`src/rtl/axi4lite_bus_arbiter_pkg.sv`:
```
// Shared FSM state encodings and master indices for the fetch/LSU AXI4-Lite arbiter.
package axi4lite_arb_types;

    typedef enum logic [1:0] {R_IDLE, R_ADDR, R_DATA} rd_state_t;
    typedef enum logic [1:0] {W_IDLE, W_ADDR, W_RESP} wr_state_t;

    typedef logic mst_t;

    localparam mst_t MST_FETCH = 1'b0;
    localparam mst_t MST_LSU   = 1'b1;

endpackage

```
`src/rtl/axi4lite_if.sv`:
```
// AXI4-Lite bundle with master/slave views; carries no logic, so it adds no latency and no backpressure of its own.
interface axi4lite #(
    parameter int ADDR_W = 32,
    parameter int DATA_W = 32
);
    logic                  awvalid, awready;
    logic [ADDR_W-1:0]     awaddr;
    logic [2:0]            awprot;
    logic                  wvalid, wready;
    logic [DATA_W-1:0]     wdata;
    logic [DATA_W/8-1:0]   wstrb;
    logic                  bvalid, bready;
    logic [1:0]            bresp;
    logic                  arvalid, arready;
    logic [ADDR_W-1:0]     araddr;
    logic [2:0]            arprot;
    logic                  rvalid, rready;
    logic [DATA_W-1:0]     rdata;
    logic [1:0]            rresp;

    modport master (
        output awvalid, awaddr, awprot, wvalid, wdata, wstrb, bready, arvalid, araddr, arprot, rready,
        input  awready, wready, bvalid, bresp, arready, rvalid, rdata, rresp
    );

    modport slave (
        input  awvalid, awaddr, awprot, wvalid, wdata, wstrb, bready, arvalid, araddr, arprot, rready,
        output awready, wready, bvalid, bresp, arready, rvalid, rdata, rresp
    );
endinterface

```
`src/rtl/axi4lite_bus_arbiter_arb2_starve.sv`:
```
// Two-way winner pick with a fixed priority master and a saturating starvation counter.
// Combinational winner, counter updates only when the owning channel takes a grant; no backpressure of its own.
module arb2_starve
    import axi4lite_arb_types::*;
#(
    parameter int PRIORITY_MASTER = 1,
    parameter int STARVE_LIMIT    = 4
) (
    input  logic       clk,
    input  logic       rst,
    input  logic [1:0] req,
    input  logic       take,
    output mst_t       winner
);
    localparam mst_t PRI  = (PRIORITY_MASTER != 0) ? MST_LSU : MST_FETCH;
    localparam mst_t NPRI = (PRIORITY_MASTER != 0) ? MST_FETCH : MST_LSU;
    localparam int   CW   = (STARVE_LIMIT > 1) ? $clog2(STARVE_LIMIT + 1) : 1;
    localparam logic [CW-1:0] LIMIT = CW'(STARVE_LIMIT);

    logic [CW-1:0] starve_cnt;
    logic          contend;

    assign contend = req[0] & req[1];

    always_comb begin
        winner = PRI;
        if (contend) begin
            winner = (STARVE_LIMIT != 0 && starve_cnt == LIMIT) ? NPRI : PRI;
        end else if (req[NPRI]) begin
            winner = NPRI;
        end
    end

    // With a limit of 0 the counter is pinned at 0 and the forced-win branch never fires.
    always_ff @(posedge clk) begin
        if (rst) begin
            starve_cnt <= '0;
        end else if (take && (|req)) begin
            if (contend && winner == PRI) begin
                if (starve_cnt != LIMIT) starve_cnt <= starve_cnt + CW'(1);
            end else begin
                starve_cnt <= '0;
            end
        end
    end
endmodule

```
`src/rtl/axi4lite_bus_arbiter.sv`:
```
// Fetch/LSU to memory AXI4-Lite arbiter: one arbitration cycle, then the granted master's channels pass straight through,
// so backpressure is the slave's ready/valid. Optional AXI4LITE_ARB_PERF_EN adds per-master wait-cycle counters.
module axi4lite_bus_arbiter
    import axi4lite_arb_types::*;
#(
    parameter int PRIORITY_MASTER = 1,
    parameter int STARVE_LIMIT    = 4
) (
    input  logic    clk,
    input  logic    rst,
    axi4lite.slave  m0_bus,
    axi4lite.slave  m1_bus,
    axi4lite.master mem_bus
`ifdef AXI4LITE_ARB_PERF_EN
    ,
    output logic [31:0] m0_wait_cycles,
    output logic [31:0] m1_wait_cycles
`endif
);
    rd_state_t  rd_state;
    wr_state_t  wr_state;
    mst_t       rg, wg, rd_win, wr_win;
    logic       aw_done, w_done, aw_hs, w_hs;
    logic [1:0] rd_req, wr_req;
    logic       rd_addr, rd_data, wr_addr, wr_resp;

    assign rd_req  = {m1_bus.arvalid, m0_bus.arvalid};
    assign wr_req  = {m1_bus.awvalid | m1_bus.wvalid, m0_bus.awvalid | m0_bus.wvalid};
    assign rd_addr = (rd_state == R_ADDR);
    assign rd_data = (rd_state == R_DATA);
    assign wr_addr = (wr_state == W_ADDR);
    assign wr_resp = (wr_state == W_RESP);

    arb2_starve #(.PRIORITY_MASTER(PRIORITY_MASTER), .STARVE_LIMIT(STARVE_LIMIT)) u_rd_arb (
        .clk(clk), .rst(rst), .req(rd_req), .take(rd_state == R_IDLE), .winner(rd_win));

    arb2_starve #(.PRIORITY_MASTER(PRIORITY_MASTER), .STARVE_LIMIT(STARVE_LIMIT)) u_wr_arb (
        .clk(clk), .rst(rst), .req(wr_req), .take(wr_state == W_IDLE), .winner(wr_win));

    always_ff @(posedge clk) begin
        if (rst) begin
            rd_state <= R_IDLE;
            rg       <= MST_FETCH;
        end else begin
            case (rd_state)
                R_IDLE: if (|rd_req) begin
                    rg       <= rd_win;
                    rd_state <= R_ADDR;
                end
                R_ADDR: if (mem_bus.arvalid && mem_bus.arready) rd_state <= R_DATA;
                R_DATA: if (mem_bus.rvalid && mem_bus.rready) rd_state <= R_IDLE;
                default: rd_state <= R_IDLE;
            endcase
        end
    end

    // AW and W complete independently; leave W_ADDR once both are in, even if they land together.
    always_ff @(posedge clk) begin
        if (rst) begin
            wr_state <= W_IDLE;
            wg       <= MST_FETCH;
            aw_done  <= 1'b0;
            w_done   <= 1'b0;
        end else begin
            case (wr_state)
                W_IDLE: if (|wr_req) begin
                    wg       <= wr_win;
                    wr_state <= W_ADDR;
                end
                W_ADDR: begin
                    if (aw_hs) aw_done <= 1'b1;
                    if (w_hs)  w_done  <= 1'b1;
                    if ((aw_done || aw_hs) && (w_done || w_hs)) wr_state <= W_RESP;
                end
                W_RESP: if (mem_bus.bvalid && mem_bus.bready) begin
                    aw_done  <= 1'b0;
                    w_done   <= 1'b0;
                    wr_state <= W_IDLE;
                end
                default: wr_state <= W_IDLE;
            endcase
        end
    end

    assign mem_bus.arvalid = rd_addr & ((rg == MST_LSU) ? m1_bus.arvalid : m0_bus.arvalid);
    assign mem_bus.araddr  = (rg == MST_LSU) ? m1_bus.araddr : m0_bus.araddr;
    assign mem_bus.arprot  = (rg == MST_LSU) ? m1_bus.arprot : m0_bus.arprot;
    assign mem_bus.rready  = rd_data & ((rg == MST_LSU) ? m1_bus.rready : m0_bus.rready);
    assign m0_bus.arready  = rd_addr & (rg == MST_FETCH) & mem_bus.arready;
    assign m1_bus.arready  = rd_addr & (rg == MST_LSU) & mem_bus.arready;
    assign m0_bus.rvalid   = rd_data & (rg == MST_FETCH) & mem_bus.rvalid;
    assign m1_bus.rvalid   = rd_data & (rg == MST_LSU) & mem_bus.rvalid;
    assign m0_bus.rdata    = mem_bus.rdata;
    assign m1_bus.rdata    = mem_bus.rdata;
    assign m0_bus.rresp    = mem_bus.rresp;
    assign m1_bus.rresp    = mem_bus.rresp;

    assign mem_bus.awvalid = wr_addr & ~aw_done & ((wg == MST_LSU) ? m1_bus.awvalid : m0_bus.awvalid);
    assign mem_bus.awaddr  = (wg == MST_LSU) ? m1_bus.awaddr : m0_bus.awaddr;
    assign mem_bus.awprot  = (wg == MST_LSU) ? m1_bus.awprot : m0_bus.awprot;
    assign mem_bus.wvalid  = wr_addr & ~w_done & ((wg == MST_LSU) ? m1_bus.wvalid : m0_bus.wvalid);
    assign mem_bus.wdata   = (wg == MST_LSU) ? m1_bus.wdata : m0_bus.wdata;
    assign mem_bus.wstrb   = (wg == MST_LSU) ? m1_bus.wstrb : m0_bus.wstrb;
    assign mem_bus.bready  = wr_resp & ((wg == MST_LSU) ? m1_bus.bready : m0_bus.bready);
    assign aw_hs           = mem_bus.awvalid & mem_bus.awready;
    assign w_hs            = mem_bus.wvalid & mem_bus.wready;
    assign m0_bus.awready  = wr_addr & ~aw_done & (wg == MST_FETCH) & mem_bus.awready;
    assign m1_bus.awready  = wr_addr & ~aw_done & (wg == MST_LSU) & mem_bus.awready;
    assign m0_bus.wready   = wr_addr & ~w_done & (wg == MST_FETCH) & mem_bus.wready;
    assign m1_bus.wready   = wr_addr & ~w_done & (wg == MST_LSU) & mem_bus.wready;
    assign m0_bus.bvalid   = wr_resp & (wg == MST_FETCH) & mem_bus.bvalid;
    assign m1_bus.bvalid   = wr_resp & (wg == MST_LSU) & mem_bus.bvalid;
    assign m0_bus.bresp    = mem_bus.bresp;
    assign m1_bus.bresp    = mem_bus.bresp;

`ifdef AXI4LITE_ARB_PERF_EN
    logic m0_waiting, m1_waiting;

    assign m0_waiting = (m0_bus.arvalid && !(rd_state != R_IDLE && rg == MST_FETCH)) ||
                        ((m0_bus.awvalid || m0_bus.wvalid) && !(wr_state != W_IDLE && wg == MST_FETCH));
    assign m1_waiting = (m1_bus.arvalid && !(rd_state != R_IDLE && rg == MST_LSU)) ||
                        ((m1_bus.awvalid || m1_bus.wvalid) && !(wr_state != W_IDLE && wg == MST_LSU));

    always_ff @(posedge clk) begin
        if (rst) begin
            m0_wait_cycles <= '0;
            m1_wait_cycles <= '0;
        end else begin
            if (m0_waiting) m0_wait_cycles <= m0_wait_cycles + 32'd1;
            if (m1_waiting) m1_wait_cycles <= m1_wait_cycles + 32'd1;
        end
    end
`endif

    // A granted master must hold its valids until the forwarded handshake completes.
    ar_valid_held: assert property (@(posedge clk) disable iff (rst)
        rd_addr |-> ((rg == MST_LSU) ? m1_bus.arvalid : m0_bus.arvalid));
    aw_valid_held: assert property (@(posedge clk) disable iff (rst)
        (mem_bus.awvalid && !mem_bus.awready) |=> mem_bus.awvalid);
    w_valid_held: assert property (@(posedge clk) disable iff (rst)
        (mem_bus.wvalid && !mem_bus.wready) |=> mem_bus.wvalid);
endmodule

```
`src/flat_wrapper.sv`:
```
// flat-port wrapper written by rule: the top's interface ports become plain ports
module axi4lite_bus_arbiter_flat import axi4lite_arb_types::*;
#(
    parameter int PRIORITY_MASTER = 1,
    parameter int STARVE_LIMIT    = 4
)
  (clk, rst, m0_bus_awvalid, m0_bus_awaddr, m0_bus_awprot, m0_bus_wvalid, m0_bus_wdata, m0_bus_wstrb, m0_bus_bready, m0_bus_arvalid, m0_bus_araddr, m0_bus_arprot, m0_bus_rready, m0_bus_awready, m0_bus_wready, m0_bus_bvalid, m0_bus_bresp, m0_bus_arready, m0_bus_rvalid, m0_bus_rdata, m0_bus_rresp, m1_bus_awvalid, m1_bus_awaddr, m1_bus_awprot, m1_bus_wvalid, m1_bus_wdata, m1_bus_wstrb, m1_bus_bready, m1_bus_arvalid, m1_bus_araddr, m1_bus_arprot, m1_bus_rready, m1_bus_awready, m1_bus_wready, m1_bus_bvalid, m1_bus_bresp, m1_bus_arready, m1_bus_rvalid, m1_bus_rdata, m1_bus_rresp, mem_bus_awvalid, mem_bus_awaddr, mem_bus_awprot, mem_bus_wvalid, mem_bus_wdata, mem_bus_wstrb, mem_bus_bready, mem_bus_arvalid, mem_bus_araddr, mem_bus_arprot, mem_bus_rready, mem_bus_awready, mem_bus_wready, mem_bus_bvalid, mem_bus_bresp, mem_bus_arready, mem_bus_rvalid, mem_bus_rdata, mem_bus_rresp);
  axi4lite m0_bus_i ();
  axi4lite m1_bus_i ();
  axi4lite mem_bus_i ();
  input  logic clk;
  input  logic rst;
  input wire logic [$bits(m0_bus_i.awvalid)-1:0] m0_bus_awvalid;
  input wire logic [$bits(m0_bus_i.awaddr)-1:0] m0_bus_awaddr;
  input wire logic [$bits(m0_bus_i.awprot)-1:0] m0_bus_awprot;
  input wire logic [$bits(m0_bus_i.wvalid)-1:0] m0_bus_wvalid;
  input wire logic [$bits(m0_bus_i.wdata)-1:0] m0_bus_wdata;
  input wire logic [$bits(m0_bus_i.wstrb)-1:0] m0_bus_wstrb;
  input wire logic [$bits(m0_bus_i.bready)-1:0] m0_bus_bready;
  input wire logic [$bits(m0_bus_i.arvalid)-1:0] m0_bus_arvalid;
  input wire logic [$bits(m0_bus_i.araddr)-1:0] m0_bus_araddr;
  input wire logic [$bits(m0_bus_i.arprot)-1:0] m0_bus_arprot;
  input wire logic [$bits(m0_bus_i.rready)-1:0] m0_bus_rready;
  output wire logic [$bits(m0_bus_i.awready)-1:0] m0_bus_awready;
  output wire logic [$bits(m0_bus_i.wready)-1:0] m0_bus_wready;
  output wire logic [$bits(m0_bus_i.bvalid)-1:0] m0_bus_bvalid;
  output wire logic [$bits(m0_bus_i.bresp)-1:0] m0_bus_bresp;
  output wire logic [$bits(m0_bus_i.arready)-1:0] m0_bus_arready;
  output wire logic [$bits(m0_bus_i.rvalid)-1:0] m0_bus_rvalid;
  output wire logic [$bits(m0_bus_i.rdata)-1:0] m0_bus_rdata;
  output wire logic [$bits(m0_bus_i.rresp)-1:0] m0_bus_rresp;
  input wire logic [$bits(m1_bus_i.awvalid)-1:0] m1_bus_awvalid;
  input wire logic [$bits(m1_bus_i.awaddr)-1:0] m1_bus_awaddr;
  input wire logic [$bits(m1_bus_i.awprot)-1:0] m1_bus_awprot;
  input wire logic [$bits(m1_bus_i.wvalid)-1:0] m1_bus_wvalid;
  input wire logic [$bits(m1_bus_i.wdata)-1:0] m1_bus_wdata;
  input wire logic [$bits(m1_bus_i.wstrb)-1:0] m1_bus_wstrb;
  input wire logic [$bits(m1_bus_i.bready)-1:0] m1_bus_bready;
  input wire logic [$bits(m1_bus_i.arvalid)-1:0] m1_bus_arvalid;
  input wire logic [$bits(m1_bus_i.araddr)-1:0] m1_bus_araddr;
  input wire logic [$bits(m1_bus_i.arprot)-1:0] m1_bus_arprot;
  input wire logic [$bits(m1_bus_i.rready)-1:0] m1_bus_rready;
  output wire logic [$bits(m1_bus_i.awready)-1:0] m1_bus_awready;
  output wire logic [$bits(m1_bus_i.wready)-1:0] m1_bus_wready;
  output wire logic [$bits(m1_bus_i.bvalid)-1:0] m1_bus_bvalid;
  output wire logic [$bits(m1_bus_i.bresp)-1:0] m1_bus_bresp;
  output wire logic [$bits(m1_bus_i.arready)-1:0] m1_bus_arready;
  output wire logic [$bits(m1_bus_i.rvalid)-1:0] m1_bus_rvalid;
  output wire logic [$bits(m1_bus_i.rdata)-1:0] m1_bus_rdata;
  output wire logic [$bits(m1_bus_i.rresp)-1:0] m1_bus_rresp;
  output wire logic [$bits(mem_bus_i.awvalid)-1:0] mem_bus_awvalid;
  output wire logic [$bits(mem_bus_i.awaddr)-1:0] mem_bus_awaddr;
  output wire logic [$bits(mem_bus_i.awprot)-1:0] mem_bus_awprot;
  output wire logic [$bits(mem_bus_i.wvalid)-1:0] mem_bus_wvalid;
  output wire logic [$bits(mem_bus_i.wdata)-1:0] mem_bus_wdata;
  output wire logic [$bits(mem_bus_i.wstrb)-1:0] mem_bus_wstrb;
  output wire logic [$bits(mem_bus_i.bready)-1:0] mem_bus_bready;
  output wire logic [$bits(mem_bus_i.arvalid)-1:0] mem_bus_arvalid;
  output wire logic [$bits(mem_bus_i.araddr)-1:0] mem_bus_araddr;
  output wire logic [$bits(mem_bus_i.arprot)-1:0] mem_bus_arprot;
  output wire logic [$bits(mem_bus_i.rready)-1:0] mem_bus_rready;
  input wire logic [$bits(mem_bus_i.awready)-1:0] mem_bus_awready;
  input wire logic [$bits(mem_bus_i.wready)-1:0] mem_bus_wready;
  input wire logic [$bits(mem_bus_i.bvalid)-1:0] mem_bus_bvalid;
  input wire logic [$bits(mem_bus_i.bresp)-1:0] mem_bus_bresp;
  input wire logic [$bits(mem_bus_i.arready)-1:0] mem_bus_arready;
  input wire logic [$bits(mem_bus_i.rvalid)-1:0] mem_bus_rvalid;
  input wire logic [$bits(mem_bus_i.rdata)-1:0] mem_bus_rdata;
  input wire logic [$bits(mem_bus_i.rresp)-1:0] mem_bus_rresp;
  assign m0_bus_i.awvalid = m0_bus_awvalid;
  assign m0_bus_i.awaddr = m0_bus_awaddr;
  assign m0_bus_i.awprot = m0_bus_awprot;
  assign m0_bus_i.wvalid = m0_bus_wvalid;
  assign m0_bus_i.wdata = m0_bus_wdata;
  assign m0_bus_i.wstrb = m0_bus_wstrb;
  assign m0_bus_i.bready = m0_bus_bready;
  assign m0_bus_i.arvalid = m0_bus_arvalid;
  assign m0_bus_i.araddr = m0_bus_araddr;
  assign m0_bus_i.arprot = m0_bus_arprot;
  assign m0_bus_i.rready = m0_bus_rready;
  assign m0_bus_awready = m0_bus_i.awready;
  assign m0_bus_wready = m0_bus_i.wready;
  assign m0_bus_bvalid = m0_bus_i.bvalid;
  assign m0_bus_bresp = m0_bus_i.bresp;
  assign m0_bus_arready = m0_bus_i.arready;
  assign m0_bus_rvalid = m0_bus_i.rvalid;
  assign m0_bus_rdata = m0_bus_i.rdata;
  assign m0_bus_rresp = m0_bus_i.rresp;
  assign m1_bus_i.awvalid = m1_bus_awvalid;
  assign m1_bus_i.awaddr = m1_bus_awaddr;
  assign m1_bus_i.awprot = m1_bus_awprot;
  assign m1_bus_i.wvalid = m1_bus_wvalid;
  assign m1_bus_i.wdata = m1_bus_wdata;
  assign m1_bus_i.wstrb = m1_bus_wstrb;
  assign m1_bus_i.bready = m1_bus_bready;
  assign m1_bus_i.arvalid = m1_bus_arvalid;
  assign m1_bus_i.araddr = m1_bus_araddr;
  assign m1_bus_i.arprot = m1_bus_arprot;
  assign m1_bus_i.rready = m1_bus_rready;
  assign m1_bus_awready = m1_bus_i.awready;
  assign m1_bus_wready = m1_bus_i.wready;
  assign m1_bus_bvalid = m1_bus_i.bvalid;
  assign m1_bus_bresp = m1_bus_i.bresp;
  assign m1_bus_arready = m1_bus_i.arready;
  assign m1_bus_rvalid = m1_bus_i.rvalid;
  assign m1_bus_rdata = m1_bus_i.rdata;
  assign m1_bus_rresp = m1_bus_i.rresp;
  assign mem_bus_awvalid = mem_bus_i.awvalid;
  assign mem_bus_awaddr = mem_bus_i.awaddr;
  assign mem_bus_awprot = mem_bus_i.awprot;
  assign mem_bus_wvalid = mem_bus_i.wvalid;
  assign mem_bus_wdata = mem_bus_i.wdata;
  assign mem_bus_wstrb = mem_bus_i.wstrb;
  assign mem_bus_bready = mem_bus_i.bready;
  assign mem_bus_arvalid = mem_bus_i.arvalid;
  assign mem_bus_araddr = mem_bus_i.araddr;
  assign mem_bus_arprot = mem_bus_i.arprot;
  assign mem_bus_rready = mem_bus_i.rready;
  assign mem_bus_i.awready = mem_bus_awready;
  assign mem_bus_i.wready = mem_bus_wready;
  assign mem_bus_i.bvalid = mem_bus_bvalid;
  assign mem_bus_i.bresp = mem_bus_bresp;
  assign mem_bus_i.arready = mem_bus_arready;
  assign mem_bus_i.rvalid = mem_bus_rvalid;
  assign mem_bus_i.rdata = mem_bus_rdata;
  assign mem_bus_i.rresp = mem_bus_rresp;
  axi4lite_bus_arbiter #(.PRIORITY_MASTER(PRIORITY_MASTER), .STARVE_LIMIT(STARVE_LIMIT)) u_core (.clk(clk), .rst(rst), .m0_bus(m0_bus_i), .m1_bus(m1_bus_i), .mem_bus(mem_bus_i));
endmodule
```
`config.mk`:
```
export PLATFORM = sky130hd
export DESIGN_NAME = axi4lite_bus_arbiter_flat
export DESIGN_NICKNAME = d
export VERILOG_FILES = /design/src/rtl/axi4lite_bus_arbiter_pkg.sv /design/src/rtl/axi4lite_if.sv /design/src/rtl/axi4lite_bus_arbiter_arb2_starve.sv /design/src/rtl/axi4lite_bus_arbiter.sv /design/src/flat_wrapper.sv
export SDC_FILE = /design/constraint.sdc
export NUM_CORES = 1
export LEC_CHECK = 0
export ABC_CLOCK_PERIOD_IN_PS = 4100
export CAP_MARGIN = 20
export CELL_PAD_IN_SITES_DETAIL_PLACEMENT = 0
export CELL_PAD_IN_SITES_GLOBAL_PLACEMENT = 1
export CORE_AREA = 3 3 176 178
export CTS_CLUSTER_DIAMETER = 100
export CTS_CLUSTER_SIZE = 24
export DETAILED_ROUTE_END_ITERATION = 10
export DIE_AREA = 0 0 179 181
export PLACE_DENSITY_LB_ADDON = 0.3
export REMOVE_ABC_BUFFERS = 1
export SLEW_MARGIN = 20
export SYNTH_ARGS = -nofsm -noshare
export SYNTH_HDL_FRONTEND = slang
export SYNTH_HIERARCHICAL = 1
export SYNTH_SLANG_ARGS = --single-unit
```
`constraint.sdc`:
```
create_clock -name clk -period 4.1 [get_ports clk]
set_input_delay 1.025 -clock clk [delete_from_list [all_inputs] [get_ports clk]]
set_output_delay 1.025 -clock clk [all_outputs]
set_load 0.005 [all_outputs]
```
==> results.ini <==
[global_routing]
antenna_found_initial = 1
gr-total-overflow = 0
grt_max_degree = 47
grt_pass1_vias = 3434
track_usage_pct = 10.1
grt_pass1_wl_mm = 23.7

[floorplan]
start_util_pct = 9.21
die_w_um = 179
die_area_sq_um = 32400
die_h_um = 181
ioPinCount = 458
rows = 63
core-area_sq_um = 29600

[timing]
skew_ns = 0.000851
fin_crit_sh_pct = 84.9
slew_headroom_pct = 56.5
rsz0062_at_grt = no
setup_tns_ns = 0
hold_viol_final = 0
timing.fmax_ghz = 0.287
worst_pin_slew_ns = 0.652
post-route-min-period_ns = 3.48
slew_violations = 0
setup-violations-final = 0

[clock_network]
cts.path.max_buffers = 2
cts_made_buffers = 3
ctsHtreeMaxLevel = 1
post_cts_resized = 0
post_cts_buffers = 0
cts_tree = yes
hold_buffers = 0
cts-root-buf = clkbuf_16
clk-insertion-delay-late_ns = 0.24
cts.sinks = 14
clkTransAtPathRegs_ns = 0.05

[logic_synthesis]
ys_seq_area_share_pct = 10.3
synth_top_cell_area_share_pct = 43.8
syn-cell-area_sq_um = 2720
ys.warnings.count = 6
synth_edf_count = 0
synth-xor-area-share_pct = 1.29
synth_compound_area_share_pct = 4.27
synth_top_family_by_area = multiplexers
yosys-top-cells-area = mux2_2 44%, buf_4 21%, dfxtp_1 10%, nor2_1 3.2%, mux2i_1 2.6%
avgSynthCellArea_sq_um = 8.84
synth_cells = 308
synth_seq_cells = 14
synth_top_flop_cell = dfxtp_1
synth_simple_gate_area_share_pct = 10.6
muxShareOfSynthArea_pct = 47.5
async_flop_share_pct = 0
yosysTopAreaCell = mux2_2
synthAdderAreaFrac_pct = 1.84
synth_cell_types = 31

[min_path]
min_path_type = flop to flop
min_to = u_core/aw_done
min_from = u_core/aw_done
hold_path_depth = 2

[critical_path]
worstPathArrival_ns = 2.45
crit_required_ns = 3.07
end_kind = primary output
crit_type = primary input to primary output
r2r_cells = 4
critPathLaunchType = primary input
regToRegEndpoint = u_core/wr_state[1]
regToRegSetupSlack_ns = 2.42
path_max_fanout = 7
r2r_start = u_core/wg

[route]
avgRoutedWirePerCell_um = 18.9
drtIter0Drc = 70
dr.pass1.iters = 3
vias_per_cell = 3.43
drt-total-wl_mm = 18.2
antenna_left = 0
routed-via-count = 3319
drc_errors = 0

[run_status]
outcome = complete, no violations

[layout]
fillCellCount = 3269
num_antenna_cells = 0
area_delta_synth_final_pct = 128
final_cell_mix = 349 x clkdlybuf4s50_1, 106 x mux2_2, 23 x nor2_1
mostFrequentLayoutCell = clkdlybuf4s50_1
layout-drive-gt1-share_pct = 21.1
nets = 847

[job]
drv_cap = 0

[pwr]
p_per_area_nw_per_um2 = 211
finalPower_w = 0.00131
power_leakage_nw = 2.21
ir_drop_uv = 97.2

[placement]
place.detailed.hpwl_mm = 16.5
portBuffers = 349
place_congestion = 0.717

metrics by stage:
stage	setup slack [ns]	utilization, %	cells	hold WS [ns]	instance area (sq um)
2_1_floorplan	0.559	-	221	0.450	2090
3_3_place_gp	0.633	20.7	963	0.486	6110
3_5_place_dp	0.614	20.7	963	0.485	6110
4_1_cts	0.603	21.0	967	0.498	6200
5_1_grt	0.519	21.0	967	0.525	6200
6_report	0.620	21.0	967	0.495	6200
kinds of logic after synthesis:
kind of cell,Yosys count
buf+inv,95
flops,14
simple gates,60
compound gates,16
fa+ha+maj,4
xor+xnor,4
mux,115
per-layer routing:
layer  up-vias  routed length, um  global-route usage (%)
li1       1525                  -                       -
met1      1443               6630                    10.7
met2       341               7800                    16.3
met3         6               3700                    7.94
met4         4                 48                   0.842
met5         -                 59                    2.16
cells in the mapped netlist, drive strengths merged (3+ instances only):
library cell,count
o21ai,5
nor2b,8
buf,87
inv,8
nand3b,3
and2,4
dfxtp,14
or2,3
mux2,108
nor2,23
nand2,14
ha,4
mux2i,7
a21oi,3
sequential cells by signal, indices dropped and copies added (netlist names):
name,flops
u_core/wr_state,2
u_core/u_wr_arb/starve_cnt,3
u_core/rd_state,2
u_core/w_done,1
u_core/rg,1
u_core/wg,1
u_core/aw_done,1
u_core/u_rd_arb/starve_cnt,3
where the power goes:
part           switching [W]  leakage (nW)  internal, W  total [W]
clock              0.0000637        0.0442     0.000148   0.000212
sequential         0.0000435         0.116     0.000156   0.000199
combinational       0.000282          2.05     0.000616   0.000898
total               0.000389          2.21     0.000920    0.00131
worst max-delay path: stages:
cell and delay, ns:
clkdlybuf4s50_1 0.61, mux2i_1 0.17, nor2b_1 0.14, clkdlybuf4s50_1 0.52
cell type report:
| cell class | count | area (sq um) | share of cell area (%) |
|---|---|---|---|
| Sequential cell | 14 | 284 | 4.58 |
| Timing Repair Buffer | 352 | 3530 | 56.9 |
| Tap cell | 390 | 488 | 7.87 |
| Multi-Input combinational cell | 199 | 1780 | 28.7 |
| Inverter | 8 | 30.0 | 0.484 |
| Clock buffer | 4 | 88.8 | 1.43 |
worst max path at each step:
stage,cells past startpoint,endpoint,startpoint
after global routing,4,mem_bus_arvalid,m1_bus_arvalid
final,4,mem_bus_arvalid,m1_bus_arvalid
after detailed placement,4,mem_bus_arvalid,m1_bus_arvalid
after CTS,4,mem_bus_arvalid,m1_bus_arvalid
after global placement,4,mem_bus_arvalid,m1_bus_arvalid
after floorplan,2,mem_bus_wvalid,u_core/wg
Note: power is estimated with default switching activity, not from simulation.
